### src/rtl/relu_maxpool.sv
// ReLU followed by 2x2 stride-2 max-pooling over a raster-order stream.
// A single row of W/2 partial maxima carries the even-row results into the odd row.
module relu_maxpool #(
  parameter int DW = 16,
  parameter int W  = 8,
  parameter int H  = 8
) (
  input  logic                 clk,
  input  logic                 reset,
  input  logic                 start,
  input  logic                 in_valid,
  input  logic signed [DW-1:0] in_data,
  output logic                 out_valid,
  output logic [DW-1:0]        out_data,
  output logic                 busy,
  output logic                 done
);

  localparam int CW = (W > 2) ? $clog2(W) : 1;
  localparam int RW = (H > 2) ? $clog2(H) : 1;
  localparam int LW = (W > 2) ? $clog2(W / 2) : 1;

  typedef enum logic [1:0] {S_IDLE, S_RUN, S_DONE} state_t;

  state_t          state_q, state_d;
  logic [CW-1:0]   col_q, col_d;
  logic [RW-1:0]   row_q, row_d;
  logic [DW-1:0]   hold_q, hold_d;
  logic [DW-1:0]   linebuf_q [W/2];
  logic [DW-1:0]   linebuf_d [W/2];
  logic            out_valid_q, out_valid_d;
  logic [DW-1:0]   out_data_q, out_data_d;
  logic [DW-1:0]   r;
  logic [LW-1:0]   lb_idx;

  function automatic logic [DW-1:0] relu(input logic signed [DW-1:0] x);
    return x[DW-1] ? '0 : $unsigned(x);
  endfunction

  function automatic logic [DW-1:0] umax(input logic [DW-1:0] a, input logic [DW-1:0] b);
    return (a > b) ? a : b;
  endfunction

  always_comb begin
    state_d     = state_q;
    col_d       = col_q;
    row_d       = row_q;
    hold_d      = hold_q;
    linebuf_d   = linebuf_q;
    out_valid_d = 1'b0;
    out_data_d  = out_data_q;
    r           = relu(in_data);
    lb_idx      = LW'(col_q >> 1);
    case (state_q)
      S_IDLE: begin
        if (start) begin
          state_d = S_RUN;
          col_d   = '0;
          row_d   = '0;
        end
      end
      S_RUN: begin
        if (in_valid) begin
          // Window position is fully decided by row/column parity.
          case ({row_q[0], col_q[0]})
            2'b00:   hold_d = r;
            2'b01:   linebuf_d[lb_idx] = umax(hold_q, r);
            2'b10:   hold_d = umax(linebuf_q[lb_idx], r);
            default: begin
              out_data_d  = umax(hold_q, r);
              out_valid_d = 1'b1;
            end
          endcase
          if (col_q == CW'(W - 1)) begin
            col_d = '0;
            row_d = row_q + RW'(1);
            if (row_q == RW'(H - 1)) state_d = S_DONE;
          end else begin
            col_d = col_q + CW'(1);
          end
        end
      end
      S_DONE:  state_d = S_IDLE;
      default: state_d = S_IDLE;
    endcase
  end

  always_ff @(posedge clk) begin
    if (!reset) begin
      state_q     <= S_IDLE;
      col_q       <= '0;
      row_q       <= '0;
      out_valid_q <= 1'b0;
      out_data_q  <= '0;
    end else begin
      state_q     <= state_d;
      col_q       <= col_d;
      row_q       <= row_d;
      out_valid_q <= out_valid_d;
      out_data_q  <= out_data_d;
    end
  end

  // Partial maxima are always rewritten on an even row before use, so they need no reset.
  always_ff @(posedge clk) begin
    hold_q    <= hold_d;
    linebuf_q <= linebuf_d;
  end

  assign out_valid = out_valid_q;
  assign out_data  = out_data_q;
  assign busy      = (state_q == S_RUN);
  assign done      = (state_q == S_DONE);

endmodule

### config.mk
export PLATFORM = sky130hd
export DESIGN_NAME = relu_maxpool
export DESIGN_NICKNAME = d
export VERILOG_FILES = /design/src/rtl/relu_maxpool.sv
export SDC_FILE = /design/constraint.sdc
export NUM_CORES = 1
export LEC_CHECK = 0
export BUFFER_PORTS_ARGS = -buffer_cell sky130_fd_sc_hd__clkbuf_2
export CAP_MARGIN = 20
export CORE_MARGIN = 4
export CORE_UTILIZATION = 25
export DETAILED_ROUTE_END_ITERATION = 12
export GPL_TIMING_DRIVEN = 0
export RECOVER_POWER = 100
export SYNTH_ARGS = -nofsm -noshare
export SYNTH_HDL_FRONTEND = slang
export SYNTH_SLANG_ARGS = --single-unit
### constraint.sdc
create_clock -name clk -period 3.5 [get_ports clk]
set_input_delay 0.175 -clock clk [delete_from_list [all_inputs] [get_ports clk]]
set_output_delay 0.175 -clock clk [all_outputs]
set_load 0.02 [all_outputs]
==> reports/results.tsv <==
stage	metric	value	unit
clocking	TritonCTS clock tree	done	
power_and_ir_drop	total power	2.65	mW
worst_setup_path	r2r setup slk	0.16	ns
die	Std-Cell Rows	52	
status	status	finished, violations left	
die	vertical die dimension	153	um
synthesis	Area contributors post-synth	edfxtp_1 (46%), dfxtp_1 (9.5%), ha_1 (8.1%)	
worst_setup_path	CP required	3.60	ns
synthesis	Warnings, synthesis	0	
synthesis	Yosys reg bits	105	
clocking	Root Buffer	clkbuf_16	
clocking	Worst-path clk slew	0.07	ns
min_path	worst min path class	in2reg	
sta	setup TNS	0	ns
global_routing	largest net degree at the start of global routing	19	
synthesis	syn_nets	463	
synthesis	ys flop type	edfxtp_1	
finish	layout cells sized above 1	0.143	
sta	WHS	0.148	ns
detailed_routing	vias per std cell	4.60	
global_routing	global-route wire length before repair	18600	um
synthesis	most frequent cell after synthesis	edfxtp_1	
sta	Worst-Margin Slew	1.52	ns
synthesis	Post-synth ARST share	0	
sta	final setup vio count	0	
synthesis	Post-synth top cells	edfxtp_1 (80), o21ai_0 (35), ha_1 (34)	
min_path	Hold EP	out_data[4]	
worst_setup_path	crit end category	register	
place	Detailed Place HPWL	8970	um
sta	part of the cycle the worst path needs	0.954	
synthesis	register area share after synthesis	0.554	
detailed_routing	first drt pass iteration count	4	
die	Initial Util	0.257	
worst_setup_path	crit start category	register	
sta	Slew headroom	-0.0183	
job	MaxCap Viol Count	1	
die	Core ar.	20400	um^2
worst_setup_path	critical path startpoint	col_q[1]	
die	Die W	153	um
synthesis	area share of the largest cell type after synthesis	0.458	
clocking	CTS Hold Bufs	0	
power_and_ir_drop	Static Leak	2.09	nW
die	full die area	23400	um^2
worst_setup_path	Worst Reg-to-Reg Cells	10	
min_path	Hold Path Depth	3	
global_routing	antenna violations before repair	0	
worst_setup_path	Crit path arrival time	3.44	ns
worst_setup_path	worst reg2reg endpoint	hold_q[13]	
status	failing checks	capacitance limit, slew limit	
detailed_routing	DRT antenna net count	0	
finish	diode count	0	
sta	Final min period	3.34	ns
sta	fmax	300	MHz
clocking	CTS H-tree depth	3	
power_and_ir_drop	pwr dens	438	nW/um^2
die	Ports	39	
sta	Final Max Tran Viols	17	
finish	synth-to-layout area growth	15.5	%
clocking	post-CTS sizing	9	
detailed_routing	first-iteration detailed-routing DRC count	145	
clocking	clock sinks	105	
sta	Setup Skew	0.00969	ns
detailed_routing	wire per inst	15.7	um
detailed_routing	drt drc	0	
synthesis	Mapped Area	5240	um^2
finish	Design Area, Final	6060	um^2
finish	nets	517	
sta	final hold vios	0	
worst_setup_path	crit-path max FO	10	
global_routing	grt ovf	0	
detailed_routing	drt total wl	11600	um
finish	Util after Layout	0.296	
place	gpl congestion	0.819	
clocking	CTS buffer count	9	
synthesis	area leader, netlist	edfxtp_1	
place	IO Port Bufs	38	
sta	RSZ-0062 raised after global routing	false	
global_routing	GR Util All Layers	0.0999	
power_and_ir_drop	Worst IR Drop VDD	0.224	mV
clocking	clk_lat worst skew	0.35	ns
worst_setup_path	kind of critical path	reg2reg	
worst_setup_path	RR Startpoint	col_q[1]	
place	placed cell area	5820	um^2
synthesis	post-synth cell types	41	
min_path	worst hold start	reset	
synthesis	syn_area_per_cell	12.8	um^2
synthesis	EDFF count, synth	80	
detailed_routing	vias	3392	
clocking	CTS Buffer Depth	2	
clocking	setup bufs post-CTS	0	
synthesis	Mapped Cells	409	
global_routing	vias in the first global route	3455	
-- critical path, cell delays in order (launching register included) --
cell and delay, ns:
dfxtp_2 0.39, buf_6 0.18, mux4_2 0.54, ha_1 0.32, nand3_1 0.11, or4_4 0.56
nor3_2 0.21, nor3b_1 0.10, o21ai_4 0.16, buf_12 0.18, mux2_1 0.33
-- per-layer routing --
layer / GRT usage / wire length, um
met4: 0.0386 / 179
met3: 0.0181 / 554
met2: 0.167 / 5590
met5: 0 / 0
met1: 0.129 / 5220
-- state kept, by name (all words and copies together) (netlist names) --
signal	count
linebuf_q	64
out_data	16
out_valid	1
row_q	3
col_q	3
hold_q	16
state_q	2
-- metrics by stage --
step / setup slack, ns / cells
floorplan: 0.0702 / 409
global placement: -1.10 / 717
detailed placement: -0.419 / 722
CTS: 0.0222 / 738
global route: 0.00315 / 738
finish: 0.162 / 738
-- cells in the final DEF (no fill, tap or decap), types with 7 or more instances in the layout --
| cell type | count |
|---|---|
| mux2_1 | 9 |
| nand3_1 | 18 |
| nor2_1 | 21 |
| a21oi_1 | 8 |
| nand2_1 | 12 |
| clkbuf_2 | 21 |
| mux4_2 | 16 |
| ha_1 | 34 |
| dfxtp_1 | 24 |
| clkbuf_1 | 43 |
| nor2b_1 | 21 |
| o21ai_0 | 35 |
| inv_1 | 22 |
| a21o_1 | 7 |
| a211oi_1 | 31 |
| clkbuf_16 | 9 |
| edfxtp_1 | 80 |
-- cell families after synthesis --
logic type               count (synthesis)  synth area share
flip-flops                             105             0.554
buffers and inverters                   47            0.0368
AO/OA/AOI/OAI                           96             0.121
adder cells (fa/ha/maj)                 34            0.0811
XOR/XNOR                                 1           0.00167
multiplexers                            34             0.113
AND/OR/NAND/NOR                         92            0.0931
-- layout make-up --
cell class,count,area (um^2)
multi-input combinational,257,2120
inverter,22,82.6
fill,2113,14400
clock buffer,9,225
timing repair buffer,43,185
sequential,105,2900
tap,270,338
buffer,25,124
clock inverter,7,77.6
-- worst max path at each step --
stage          slack [ns]       endpoint  depth (start not counted)
3_3_place_gp        -1.10  linebuf_q[18]                          5
6_report             0.16     hold_q[13]                         10
2_1_floorplan        0.07     hold_q[14]                         10
3_5_place_dp        -0.42     hold_q[14]                         10
5_1_grt             0.003     hold_q[11]                         10
4_1_cts              0.02     hold_q[14]                         10
-- power by group --
part,internal (mW),switching (mW)
registers,1.37,0.0182
clock network,0.561,0.457
logic,0.0926,0.151
(Power assumes the default switching activity.)
